`config.mk`:
```
export PLATFORM = sky130hd
export DESIGN_NAME = data_ram_arbiter
export DESIGN_NICKNAME = d
export VERILOG_FILES = /design/src/rtl/data_ram_pkg.sv /design/src/rtl/rr_arbiter2.sv /design/src/rtl/data_ram_arbiter.sv
export SDC_FILE = /design/constraint.sdc
export NUM_CORES = 1
export LEC_CHECK = 0
export BUFFER_PORTS_ARGS = -buffer_cell sky130_fd_sc_hd__buf_2
export CORE_MARGIN = 2
export CORE_UTILIZATION = 49
export CTS_BUF_LIST = sky130_fd_sc_hd__clkbuf_16
export CTS_CLUSTER_SIZE = 12
export DETAILED_ROUTE_END_ITERATION = 10
export HOLD_SLACK_MARGIN = 0.08
export PLACE_DENSITY = 0.83
export REMOVE_ABC_BUFFERS = 1
export SETUP_SLACK_MARGIN = 0.1
export SLEW_MARGIN = 20
export SYNTH_ARGS = -nofsm -noshare
export SYNTH_HDL_FRONTEND = slang
export SYNTH_SLANG_ARGS = --single-unit
```
`constraint.sdc`:
```
create_clock -name clk -period 1.9 [get_ports clk]
set_input_delay 0.285 -clock clk [delete_from_list [all_inputs] [get_ports clk]]
set_output_delay 0.285 -clock clk [all_outputs]
set_load 0.02 [all_outputs]
```
`src/rtl/data_ram_pkg.sv`:
```
// Shared definitions for the data RAM arbiter: FSM encoding, requester IDs
// and the default read timeout.
package data_ram_pkg;

    typedef enum logic [1:0] {
        ST_IDLE  = 2'd0,
        ST_ISSUE = 2'd1,
        ST_WAIT  = 2'd2,
        ST_DONE  = 2'd3
    } state_t;

    typedef logic req_id_t;

    localparam req_id_t REQ_A = 1'b0;
    localparam req_id_t REQ_B = 1'b1;

    localparam int DEFAULT_TIMEOUT = 15;
    localparam int COUNT_WIDTH     = 4;

    // With both requesters asking, the one that was not served last wins.
    function automatic req_id_t rr_pick(input logic   req_a,
                                        input logic   req_b,
                                        input req_id_t last_grant);
        req_id_t pick;
        if (req_a && req_b) begin
            pick = (last_grant == REQ_A) ? REQ_B : REQ_A;
        end else if (req_b) begin
            pick = REQ_B;
        end else begin
            pick = REQ_A;
        end
        return pick;
    endfunction

endpackage

```
`src/rtl/rr_arbiter2.sv`:
```
// Combinational two-way round-robin pick between requester A and B.
module rr_arbiter2
    import data_ram_pkg::*;
(
    input  logic    req_a,
    input  logic    req_b,
    input  req_id_t last_grant,
    output req_id_t grant,
    output logic    valid
);

    always_comb begin
        valid = req_a | req_b;
        grant = rr_pick(req_a, req_b, last_grant);
    end

endmodule

```
`src/rtl/data_ram_arbiter.sv`:
```
// Two-requester arbiter in front of a single-port data RAM; serves one
// latched command at a time and reports completion with a one-cycle ack.
module data_ram_arbiter
    import data_ram_pkg::*;
#(
    parameter int width   = 8,
    parameter int length  = 8,
    parameter int timeout = DEFAULT_TIMEOUT
) (
    input  logic              clk,
    input  logic              clr,

    input  logic              reqA,
    input  logic              weA,
    input  logic              indA,
    input  logic [length-1:0] addrA,
    input  logic [width-1:0]  wdataA,
    output logic              ackA,
    output logic [width-1:0]  rdataA,
    output logic              errA,

    input  logic              reqB,
    input  logic              weB,
    input  logic              indB,
    input  logic [length-1:0] addrB,
    input  logic [width-1:0]  wdataB,
    output logic              ackB,
    output logic [width-1:0]  rdataB,
    output logic              errB,

    output logic              busy,

    output logic              ramWriteEnable,
    output logic              ramReadEnable,
    output logic              ramIndirect,
    output logic [length-1:0] ramReadAddr,
    output logic [length-1:0] ramWriteAddr,
    output logic [width-1:0]  ramWriteData,
    input  logic [width-1:0]  ramReadData,
    input  logic              ramDataReady
);

    // The counter starts at 0 on WAIT entry, so the last allowed WAIT cycle
    // is the one where it reads timeout-1.
    localparam logic [COUNT_WIDTH-1:0] LAST_WAIT = COUNT_WIDTH'(timeout - 1);

    state_t                 state;
    logic [COUNT_WIDTH-1:0] wait_count;
    req_id_t                last_grant;
    req_id_t                owner;
    logic                   op_write;

    req_id_t                arb_grant;
    logic                   arb_valid;

    logic                   sel_we;
    logic                   sel_ind;
    logic [length-1:0]      sel_addr;
    logic [width-1:0]       sel_wdata;

    logic                   finish_op;
    logic                   finish_err;
    logic                   capture;

    rr_arbiter2 u_rr_arbiter2 (
        .req_a      (reqA),
        .req_b      (reqB),
        .last_grant (last_grant),
        .grant      (arb_grant),
        .valid      (arb_valid)
    );

    always_comb begin
        if (arb_grant == REQ_B) begin
            sel_we    = weB;
            sel_ind   = indB;
            sel_addr  = addrB;
            sel_wdata = wdataB;
        end else begin
            sel_we    = weA;
            sel_ind   = indA;
            sel_addr  = addrA;
            sel_wdata = wdataA;
        end
    end

    // Decide whether this edge moves the FSM into DONE, and how it ends.
    always_comb begin
        finish_op  = 1'b0;
        finish_err = 1'b0;
        capture    = 1'b0;
        case (state)
            ST_ISSUE: begin
                finish_op = op_write;
            end
            ST_WAIT: begin
                if (ramDataReady) begin
                    finish_op = 1'b1;
                    capture   = 1'b1;
                end else if (wait_count == LAST_WAIT) begin
                    finish_op  = 1'b1;
                    finish_err = 1'b1;
                end
            end
            default: begin
                finish_op = 1'b0;
            end
        endcase
    end

    always_ff @(posedge clk or negedge clr) begin
        if (!clr) begin
            state          <= ST_IDLE;
            wait_count     <= '0;
            last_grant     <= REQ_B;
            owner          <= REQ_A;
            op_write       <= 1'b0;
            ackA           <= 1'b0;
            ackB           <= 1'b0;
            errA           <= 1'b0;
            errB           <= 1'b0;
            rdataA         <= '0;
            rdataB         <= '0;
            busy           <= 1'b0;
            ramWriteEnable <= 1'b0;
            ramReadEnable  <= 1'b0;
            ramIndirect    <= 1'b0;
            ramReadAddr    <= '0;
            ramWriteAddr   <= '0;
            ramWriteData   <= '0;
        end else begin
            if (finish_op) begin
                if (owner == REQ_A) begin
                    ackA <= 1'b1;
                    errA <= finish_err;
                    if (capture) begin
                        rdataA <= ramReadData;
                    end
                end else begin
                    ackB <= 1'b1;
                    errB <= finish_err;
                    if (capture) begin
                        rdataB <= ramReadData;
                    end
                end
            end

            case (state)
                ST_IDLE: begin
                    if (arb_valid) begin
                        owner    <= arb_grant;
                        op_write <= sel_we;
                        busy     <= 1'b1;
                        state    <= ST_ISSUE;
                        if (sel_we) begin
                            ramWriteEnable <= 1'b1;
                            ramIndirect    <= 1'b0;
                            ramWriteAddr   <= sel_addr;
                            ramWriteData   <= sel_wdata;
                        end else begin
                            ramReadEnable <= 1'b1;
                            ramIndirect   <= sel_ind;
                            ramReadAddr   <= sel_addr;
                        end
                    end
                end
                ST_ISSUE: begin
                    ramWriteEnable <= 1'b0;
                    ramReadEnable  <= 1'b0;
                    ramIndirect    <= 1'b0;
                    wait_count     <= '0;
                    state          <= op_write ? ST_DONE : ST_WAIT;
                end
                ST_WAIT: begin
                    if (finish_op) begin
                        state <= ST_DONE;
                    end else begin
                        wait_count <= wait_count + 1'b1;
                    end
                end
                ST_DONE: begin
                    ackA       <= 1'b0;
                    ackB       <= 1'b0;
                    errA       <= 1'b0;
                    errB       <= 1'b0;
                    busy       <= 1'b0;
                    last_grant <= owner;
                    state      <= ST_IDLE;
                end
                default: begin
                    state <= ST_IDLE;
                end
            endcase
        end
    end

    ack_onehot: assert property (@(posedge clk) disable iff (!clr) !(ackA && ackB));

endmodule

```
==> flow_metrics.py, run 1 <==
metrics = {
    "placed_design": {
        "port_buffers": 96,
        "dp.cells": 367,
        "dp_slack_ps": 3.221,
        "gp_congestion": 0.8287,
        "dpl.hpwl_um": 4056,
    },
    "sta": {
        "setup-tns-final_ps": 0,
        "period_share_pct": 90.32,
        "hold_violations": 0,
        "setup_viol": 0,
        "clock_skew_ps": 5.199,
        "worst_hold_slack_ps": 209.6,
        "max_freq_mhz": 582.7,
        "timing.slew.headroom_pct": 77.07,
        "worstMarginPinSlew_ps": 341.9,
        "drv_slew": 0,
        "period_minus_slack_ps": 1716,
        "setup_slack_ps": 183.9,
        "rsz0062_at_grt": "yes",
    },
    "route": {
        "drc": 0,
        "wl_um": 5820,
        "wire_per_inst_um": 15.08,
        "vias": 2008,
        "viasPerCell": 5.202,
        "drt-initial-drc-count": 88,
        "dr.pass1.iters": 4,
        "drtAntennaViolNets": 0,
    },
    "finish": {
        "final_common_cell": "buf_2",
        "final_util_pct": 67.48,
        "finalNetCount": 364,
        "syn2layout_area_growth_pct": 34.89,
        "final_cell_count_no_fill": 386,
        "drive_gt1_share_pct": 61.15,
        "final_cell_mix": "96 x buf_2, 55 x dfrtp_1, 47 x mux2_2, 11 x mux2_4",
        "antenna_cells": 0,
    },
    "clocking": {
        "cts_tree": "built",
        "clock_tree.root_cell": "clkbuf_16",
        "cts_sinks": 57,
        "cts_buffers": 9,
        "cts_max_level": 3,
        "clock_latency_ps": 320,
        "clk_transition_reported_paths_ps": 50,
        "cts_buffer_depth": 2,
    },
    "synth": {
        "yosysTopAreaCell": "dfrtp_1",
        "synth-edff-count": 0,
        "netlist_area_um2": 2704,
        "ys_seq_area_share_pct": 52.80,
        "yosysWarnings": 0,
        "synth_top_area_share_pct": 51.83,
        "synthDistinctLibCells": 37,
        "async_reset_ff_share_pct": 100.0,
        "synth_seq_cells": 57,
        "ys_dominant_reg_cell": "dfrtp_1",
        "synth_area_leaders": "dfrtp_1 52%, mux2_2 20%, mux2_4 6.1%, ha_1 2.8%, mux2i_1 1.5%",
        "syn_avg_cell_area_um2": 13.45,
        "syn_inst": 201,
    },
    "global_route": {
        "grtUsageTotal_pct": 20.49,
        "grt_pass1_wl_um": 9625,
        "grt-ovfl-total": 0,
        "antenna_found_initial": 0,
        "grt_pass1_vias": 2056,
        "grt_max_degree": 58,
    },
    "power": {
        "p_leak_nw": 1.773,
        "clock_power_share_pct": 23.9,
        "p_seq_share_pct": 32.9,
        "comb_power_share_pct": 43.1,
        "ir_worst_vdd_uv": 1297,
        "switching_share_pct": 37.08,
        "p_int_mw": 4.075,
        "switching_power_mw": 2.401,
        "power.density_nw_per_um2": 1776,
    },
    "die": {
        "core_um2": 5405,
        "die-area_um2": 6129,
        "chipHeight_um": 78.29,
        "ios": 97,
        "start_util_pct": 50.02,
        "rows": 27,
        "die_w_um": 78.29,
    },
    "worst_setup_path": {
        "cp_data_required_time_ps": 2100,
        "crit_arrival_ps": 1910,
        "end_kind": "register",
        "reg2reg_depth": 6,
        "cp_max_fo": 10,
        "crit_path_start_kind": "register",
        "critPathKind": "register to register",
    },
    "flow_run": {
        "drv_cap": 0,
    },
    "hold_path": {
        "hold_path_depth": 2,
        "hold_class": "primary input to register",
    },
    "run_status": {
        "status": "finished, final reports clean",
    },
}
[final timing paths]
path / start / to / slack (ps)
min reg2reg: rdataB[2]$_DFFE_PN0P_ / rdataB[2]$_DFFE_PN0P_ / 500
max reg2reg: state[0]$_DFFE_PN0P_ / errB$_DFFE_PN0P_ / 180
max in group asynchronous: clr / last_grant$_DFFE_PN1P_ / 1100
max: state[0]$_DFFE_PN0P_ / errB$_DFFE_PN0P_ / 180
min: ramReadData[5] / rdataA[5]$_DFFE_PN0P_ / 210
min in group asynchronous: clr / ramWriteData[2]$_DFFE_PN0P_ / 480
[cell type report]
cell class	instances	area, um^2
Clock buffer	9	225.2
Clock inverter	7	71.32
Fill cell	389	1758
Inverter	8	30.03
Multi-Input combinational cell	130	1229
Sequential cell	57	1429
Tap cell	72	90.09
Timing Repair Buffer	103	573.1
[worst max-delay path, cell delays in order, from the launching register on]
cell and delay (ps):
dfrtp_2 440, inv_1 110, ha_2 320, nand4_1 180, a21oi_1 260, mux2i_1 220
nor2_1 60
[flip-flops by register name (all words and copies together), names as in the netlist, 2 cells and up]
register / count
ramReadAddr: 8
ramWriteAddr: 8
ramWriteData: 8
rdataA: 8
rdataB: 8
wait_count: 4
state: 2
[cell usage after synthesis, types with 2 or more instances]
master    instances
nand3_1           7
nand2_1           6
and2_1            2
mux2_2           47
buf_6             3
a31oi_1           2
nand2b_1          3
nor3_1            2
ha_1              6
nor2_1            9
o21ai_0           6
mux2i_1           4
dfrtp_1          56
mux2_4           11
nand4_1           3
a21oi_1           3
nor2b_1           4
inv_1             8
[layer usage]
metal  routed length (um)  up-vias  global-route usage, %
met5                    0        -                      0
met4                   55        0                  8.947
met3                  269        4                  5.287
met2                 3128       48                  35.26
met1                 2366     1016                  24.27
li1                     -      940                      -
[metrics by stage]
step | power [mW] | area (um^2)
after floorplan | 3.926 | 2641
final | 6.477 | 3647
after global routing | 6.864 | 3647
after detailed placement | 4.818 | 3282
after CTS | 6.438 | 3608
after global placement | 4.729 | 3282
[power groups by stage]
stage	clock [mW]	sequential, mW	combinational (mW)
floorplan	0	2.70	1.23
global placement	0	2.10	2.63
detailed placement	0	2.12	2.70
CTS	1.58	2.12	2.74
global route	1.64	2.21	3.01
finish	1.55	2.13	2.79
[what timing repair did]
item,CTS,global route
gates cloned,0,0
hold buffers,1,0
setup endpoints to repair,17,22
gates resized for setup,2,10
endpoints found under the hold margin,56,0
pin swaps,1,0
setup buffers,2,0
[logic make-up after synthesis]
family,count (synthesis),synth area share (%)
mux,62,27.16
flops,57,52.80
simple gates,40,7.820
compound gates,21,5.692
buf+inv,14,3.424
fa+ha+maj,6,2.776
xor+xnor,1,0.3240
No activity file was read; power rests on OpenSTA's default activity.
==> run 2, diff against run 1 <==
Settings changed: ABC_AREA set to 1.
==> run 2 against run 1 <==
- register-to-register slack gained 100 ps
- global-route usage grew 0.97 points
- fmax grew 6.3%
==> flow_metrics.py, run 2 <==
metrics = {
    "placed_design": {
        "dpl-instance-area_um2": 3202,
        "dpl.hpwl_um": 4360,
        "gp_congestion": 0.8288,
        "port_buffers": 96,
    },
    "clocking": {
        "cts_buffers": 9,
        "cts_buffer_depth": 2,
        "cts_sinks": 57,
        "cts_tree": "built",
        "cts_max_level": 3,
        "clock_latency_ps": 320,
        "clock_tree.root_cell": "clkbuf_16",
        "clk_transition_reported_paths_ps": 50,
    },
    "synth": {
        "synth_area_leaders": "dfrtp_1 53%, nand2_1 23%, o21ai_0 6.4%, inv_1 3.4%, nand3_1 3.2%",
        "async_reset_ff_share_pct": 100.0,
        "syn_inst": 323,
        "yosysTopAreaCell": "dfrtp_1",
        "yosysWarnings": 0,
        "synth-edff-count": 0,
        "synth_seq_cells": 57,
        "synthDistinctLibCells": 23,
        "synth_common_cells": "159 x nand2_1, 56 x dfrtp_1, 34 x o21ai_0",
        "yosysMostFrequentCell": "nand2_1",
        "ys_dominant_reg_cell": "dfrtp_1",
        "netlist_area_um2": 2645,
        "syn_avg_cell_area_um2": 8.189,
        "ys_seq_area_share_pct": 53.97,
        "synth_top_area_share_pct": 52.98,
    },
    "finish": {
        "final_area_um2": 3515,
        "final_common_cell": "nand2_1",
        "n_fill_cell": 415,
        "finalNetCount": 482,
        "drive_gt1_share_pct": 29.47,
        "syn2layout_area_growth_pct": 32.88,
        "final_cell_mix": "159 x nand2_1, 96 x buf_2, 56 x dfrtp_1, 34 x o21ai_0, 24 x inv_1",
        "antenna_cells": 0,
    },
    "power": {
        "ir_worst_vdd_uv": 918.8,
        "p_leak_nw": 2.039,
        "power.density_nw_per_um2": 1691,
    },
    "worst_setup_path": {
        "critPathKind": "register to register",
        "r2r-start": "state[0]$_DFFE_PN0P_",
        "cp-startpoint": "state[0]$_DFFE_PN0P_",
        "crit_path_start_kind": "register",
        "reg2reg_depth": 9,
        "crit_arrival_ps": 1880,
        "reg2reg_setup_slack_ps": 290,
        "cp_data_required_time_ps": 2160,
        "cp_max_fo": 19,
        "reg2reg_to": "ramWriteData[6]$_DFFE_PN0P_",
        "end_kind": "register",
    },
    "route": {
        "viasPerCell": 4.778,
        "dr.pass1.iters": 4,
        "drtAntennaViolNets": 0,
        "drc": 0,
        "wl_um": 6012,
        "wire_per_inst_um": 12.00,
        "drt-initial-drc-count": 138,
        "vias": 2394,
    },
    "sta": {
        "setup_viol": 0,
        "rsz0062_at_grt": "no",
        "drv_slew": 0,
        "clock_skew_ps": 6.093,
        "hold_violations": 0,
        "period_minus_slack_ps": 1614,
        "max_freq_mhz": 619.6,
        "setup-tns-final_ps": 0,
        "period_share_pct": 84.94,
        "timing.slew.headroom_pct": 68.09,
        "worstMarginPinSlew_ps": 478.7,
    },
    "hold_path": {
        "hold_class": "primary input to register",
        "hold_path_end": "rdataB[0]$_DFFE_PN0P_",
        "hp-start": "ramReadData[0]",
        "hold_path_depth": 3,
    },
    "die": {
        "chipHeight_um": 77.47,
        "die-area_um2": 6002,
        "die_w_um": 77.47,
        "ios": 97,
        "core_um2": 5172,
        "start_util_pct": 51.14,
        "rows": 26,
    },
    "global_route": {
        "grt_pass1_wl_um": 10060,
        "grt_max_degree": 38,
        "grtUsageTotal_pct": 21.46,
        "grt_pass1_vias": 2214,
        "grt-ovfl-total": 0,
        "antenna_found_initial": 0,
    },
    "flow_run": {
        "drv_cap": 0,
    },
    "run_status": {
        "status": "finished, final reports clean",
    },
}
run 2: layer usage:
layer,part of all wire (%),global-route usage [%],up-vias
li1,-,-,1216
met1,47,27.64,1076
met2,44,33.04,90
met3,6.6,5.930,12
met4,2.3,11.43,0
met5,0,0,-
run 2: power by group:
group / switching (mW) / internal [mW]
combinational: 1.58 / 0.797
sequential: 0.297 / 1.74
clock: 0.535 / 0.997
total: 2.41 / 3.53
run 2: cells by family after synthesis:
family | count (synthesis) | share of synthesized area [%]
xor+xnor | 2 | 0.6624
simple gates | 187 | 29.80
flops | 57 | 53.97
compound gates | 37 | 7.096
fa+ha+maj | 6 | 2.838
buf+inv | 34 | 5.629
run 2: critical path: stages (launching register included):
cell and delay [ps]:
dfrtp_1 410, inv_1 130, ha_1 210, inv_1 110, nor2_4 120, buf_4 150
nand2_8 110, inv_4 180, nand2_1 70, nand2_1 70
run 2: worst max path at each step:
stage,endpoint,cells after the start
2_1_floorplan,ramReadEnable$_DFFE_PN0P_,7
4_1_cts,rdataB[7]$_DFFE_PN0P_,7
6_report,ramWriteData[6]$_DFFE_PN0P_,9
5_1_grt,ramWriteData[6]$_DFFE_PN0P_,9
3_5_place_dp,ramReadEnable$_DFFE_PN0P_,7
3_3_place_gp,ramReadEnable$_DFFE_PN0P_,7
run 2: final cells by class:
| cell class | instances | area, um^2 | area share (%) |
|---|---|---|---|
| sequential | 57 | 1428 | 40.62 |
| multi-input combinational | 232 | 1079 | 30.69 |
| timing repair buffer | 101 | 533.0 | 15.17 |
| clock buffer | 9 | 225.2 | 6.408 |
| inverter | 26 | 102.6 | 2.919 |
| tap | 70 | 87.58 | 2.492 |
| clock inverter | 6 | 60.06 | 1.709 |
run 2: timing repair:
| item | CTS | global route |
|---|---|---|
| endpoints found under the hold margin | 20 | 0 |
| buffers inserted | 0 | 1 |
| hold buffers | 1 | 0 |
| pin swaps | 0 | 1 |
| gates resized for setup | 1 | 1 |
| setup endpoints to repair | 1 | 17 |
run 2: stage by stage:
stage                     hold WS (ps)  utilization (%)  std cells  total power [mW]  worst slack, ps
after global routing             243.0            67.95        501             6.366            152.7
after global placement           269.3            61.90        484             4.324            231.3
after CTS                        224.0            67.71        500             5.974            165.1
final                            229.3            67.95        501             5.943            286.1
after detailed placement         270.8            61.90        484             4.403            109.0
after floorplan                 -10.59                -        315             3.571            276.6
==> run 3, diff against run 2 <==
Settings changed: CORE_UTILIZATION 49 to 44, PLACE_DENSITY 0.83 to 0.79.
Clock period 1.9 ns to 1.4 ns, I/O delays scaled along.
==> run 3 against run 2 <==
- the flow now finishes with violations (setup timing)
- cell area increased by 21%
- cell count increased by 7.8%
- largest power group unchanged
- register-to-register slack got worse by 330 ps
- sequential share of layout area decreased by 7.1 points
- critical endpoint is now ramWriteData[4]$_DFFE_PN0P_
==> flow_metrics.py, run 3 (same netlist as run 2, synthesis figures left out) <==
metrics = {
    "finish": {
        "finalNetCount": 515,
        "final_area_um2": 4265,
        "regArea_um2": 1429,
        "final_util_pct": 72.90,
        "n_fill_cell": 439,
        "final_cell_mix": "120 x nand2_1, 96 x buf_2, 55 x dfrtp_1, 33 x nand2_2, 19 x buf_4",
        "multi_input_area_um2": 1423,
        "drive_gt1_share_pct": 50.75,
        "final_common_cell": "nand2_1",
        "antenna_cells": 0,
        "syn2layout_area_growth_pct": 61.26,
    },
    "clocking": {
        "clock_latency_ps": 320,
        "clock_tree.root_cell": "clkbuf_16",
        "cts_sinks": 57,
        "cts_max_level": 3,
        "cts_buffer_depth": 2,
        "cts_buffers": 9,
        "cts_tree": "built",
        "clk_transition_reported_paths_ps": 50,
    },
    "die": {
        "die-area_um2": 6648,
        "core_um2": 5851,
        "chipHeight_um": 81.54,
        "start_util_pct": 45.21,
        "rows": 28,
        "ios": 97,
        "die_w_um": 81.54,
    },
    "placed_design": {
        "dpl-instance-area_um2": 3418,
        "dp_slack_ps": -98.67,
        "dpl.hpwl_um": 4627,
        "port_buffers": 96,
        "gp_congestion": 0.7929,
    },
    "sta": {
        "setup_viol": 21,
        "max_freq_mhz": 692.0,
        "worst_hold_slack_ps": 149.4,
        "setup_slack_ps": -45.11,
        "period_minus_slack_ps": 1445,
        "timing.slew.headroom_pct": 74.21,
        "clock_skew_ps": 5.673,
        "drv_slew": 0,
        "hold_violations": 0,
        "rsz0062_at_grt": "yes",
        "worstMarginPinSlew_ps": 385.4,
        "period_share_pct": 103.2,
    },
    "global_route": {
        "grt_pass1_wl_um": 10740,
        "grt_max_degree": 58,
        "grtUsageMet2_pct": 37.70,
        "grtUsageTotal_pct": 21.73,
        "grt_busiest_layer": "met2",
        "gr-usage-met1_pct": 24.68,
        "grt_pass1_vias": 2441,
        "antenna_found_initial": 0,
        "groute.layer.met3.usage_pct": 5.714,
        "grt-ovfl-total": 0,
    },
    "flow_run": {
        "drv_cap": 0,
    },
    "route": {
        "drtAntennaViolNets": 0,
        "dr.pass1.iters": 4,
        "viasPerCell": 4.891,
        "drt-initial-drc-count": 65,
        "wire_per_inst_um": 13.88,
        "wl_um": 7493,
        "drc": 0,
        "vias": 2641,
    },
    "worst_setup_path": {
        "end_kind": "register",
        "crit_path_start_kind": "register",
        "cp_data_required_time_ps": 1620,
        "critPathKind": "register to register",
        "cp_max_fo": 5,
        "crit_arrival_ps": 1660,
        "reg2reg_setup_slack_ps": -50,
    },
    "hold_path": {
        "hold_class": "primary input to register",
    },
    "run_status": {
        "violations": "setup timing",
        "status": "complete, but fails checks",
    },
    "power": {
        "power.density_nw_per_um2": 2356,
        "p_leak_nw": 2.330,
        "ir_worst_vdd_uv": 1328,
        "total_power_mw": 10.05,
    },
}
==> run 3: path summary, 6_finish.rpt <==
path / start / endpoint / cells past startpoint
setup reg to reg: state[1]$_DFFE_PN0P_ / ramWriteData[4]$_DFFE_PN0P_ / 9
hold reg to reg: busy$_DFFE_PN0P_ / busy$_DFFE_PN0P_ / 2
setup / recovery: state[1]$_DFFE_PN0P_ / ramWriteData[4]$_DFFE_PN0P_ / 9
hold / removal: ramReadData[1] / rdataB[1]$_DFFE_PN0P_ / 3
min in group asynchronous: clr / ramWriteAddr[1]$_DFFE_PN0P_ / 3
max in group asynchronous: clr / last_grant$_DFFE_PN1P_ / 3
==> run 3: through the flow <==
step           std cells  setup TNS, ps
2_1_floorplan        315          -2368
3_3_place_gp         512         -99.54
3_5_place_dp         512          -2482
4_1_cts              534         -139.4
5_1_grt              540          -2128
6_report             540         -452.3
==> run 3: cell type report <==
| class | count | area share, % |
|---|---|---|
| sequential | 57 | 33.50 |
| multi-input combinational | 233 | 33.35 |
| timing repair buffer | 133 | 20.89 |
| clock buffer | 9 | 5.280 |
| inverter | 26 | 2.757 |
| tap | 75 | 2.200 |
| clock inverter | 7 | 2.024 |
==> run 3: where the power goes <==
part           internal (mW)  switching, mW  leakage (nW)  total, mW
clock network           1.54          0.738         0.158       2.28
logic                   2.05           2.82          1.45       4.88
registers               2.37          0.530         0.724       2.90
total                   5.96           4.09          2.33       10.1
==> run 3: metal layers <==
metal / up-vias / wire length [um]
met3: 14 / 446
met5: - / 0
met2: 96 / 3868
li1: 1286 / -
met1: 1245 / 3023
met4: 0 / 154
==> run 3: critical path, cell delays in order, from the launching register on <==
cell and delay (ps):
dfrtp_2 450, inv_4 90, ha_4 140, inv_4 40, nor2_4 110, buf_6 130, nand2_8 80, clkbuf_16 170
nand2_1 60, nand2_1 50
==> run 3: repair_timing <==
action                                 CTS  global route
pin swaps                                2            19
hold buffers                             1             0
gates cloned                             1             3
setup endpoints to repair               56            57
setup buffers                            4             4
endpoints found under the hold margin   56             0
gates resized for setup                 27           116
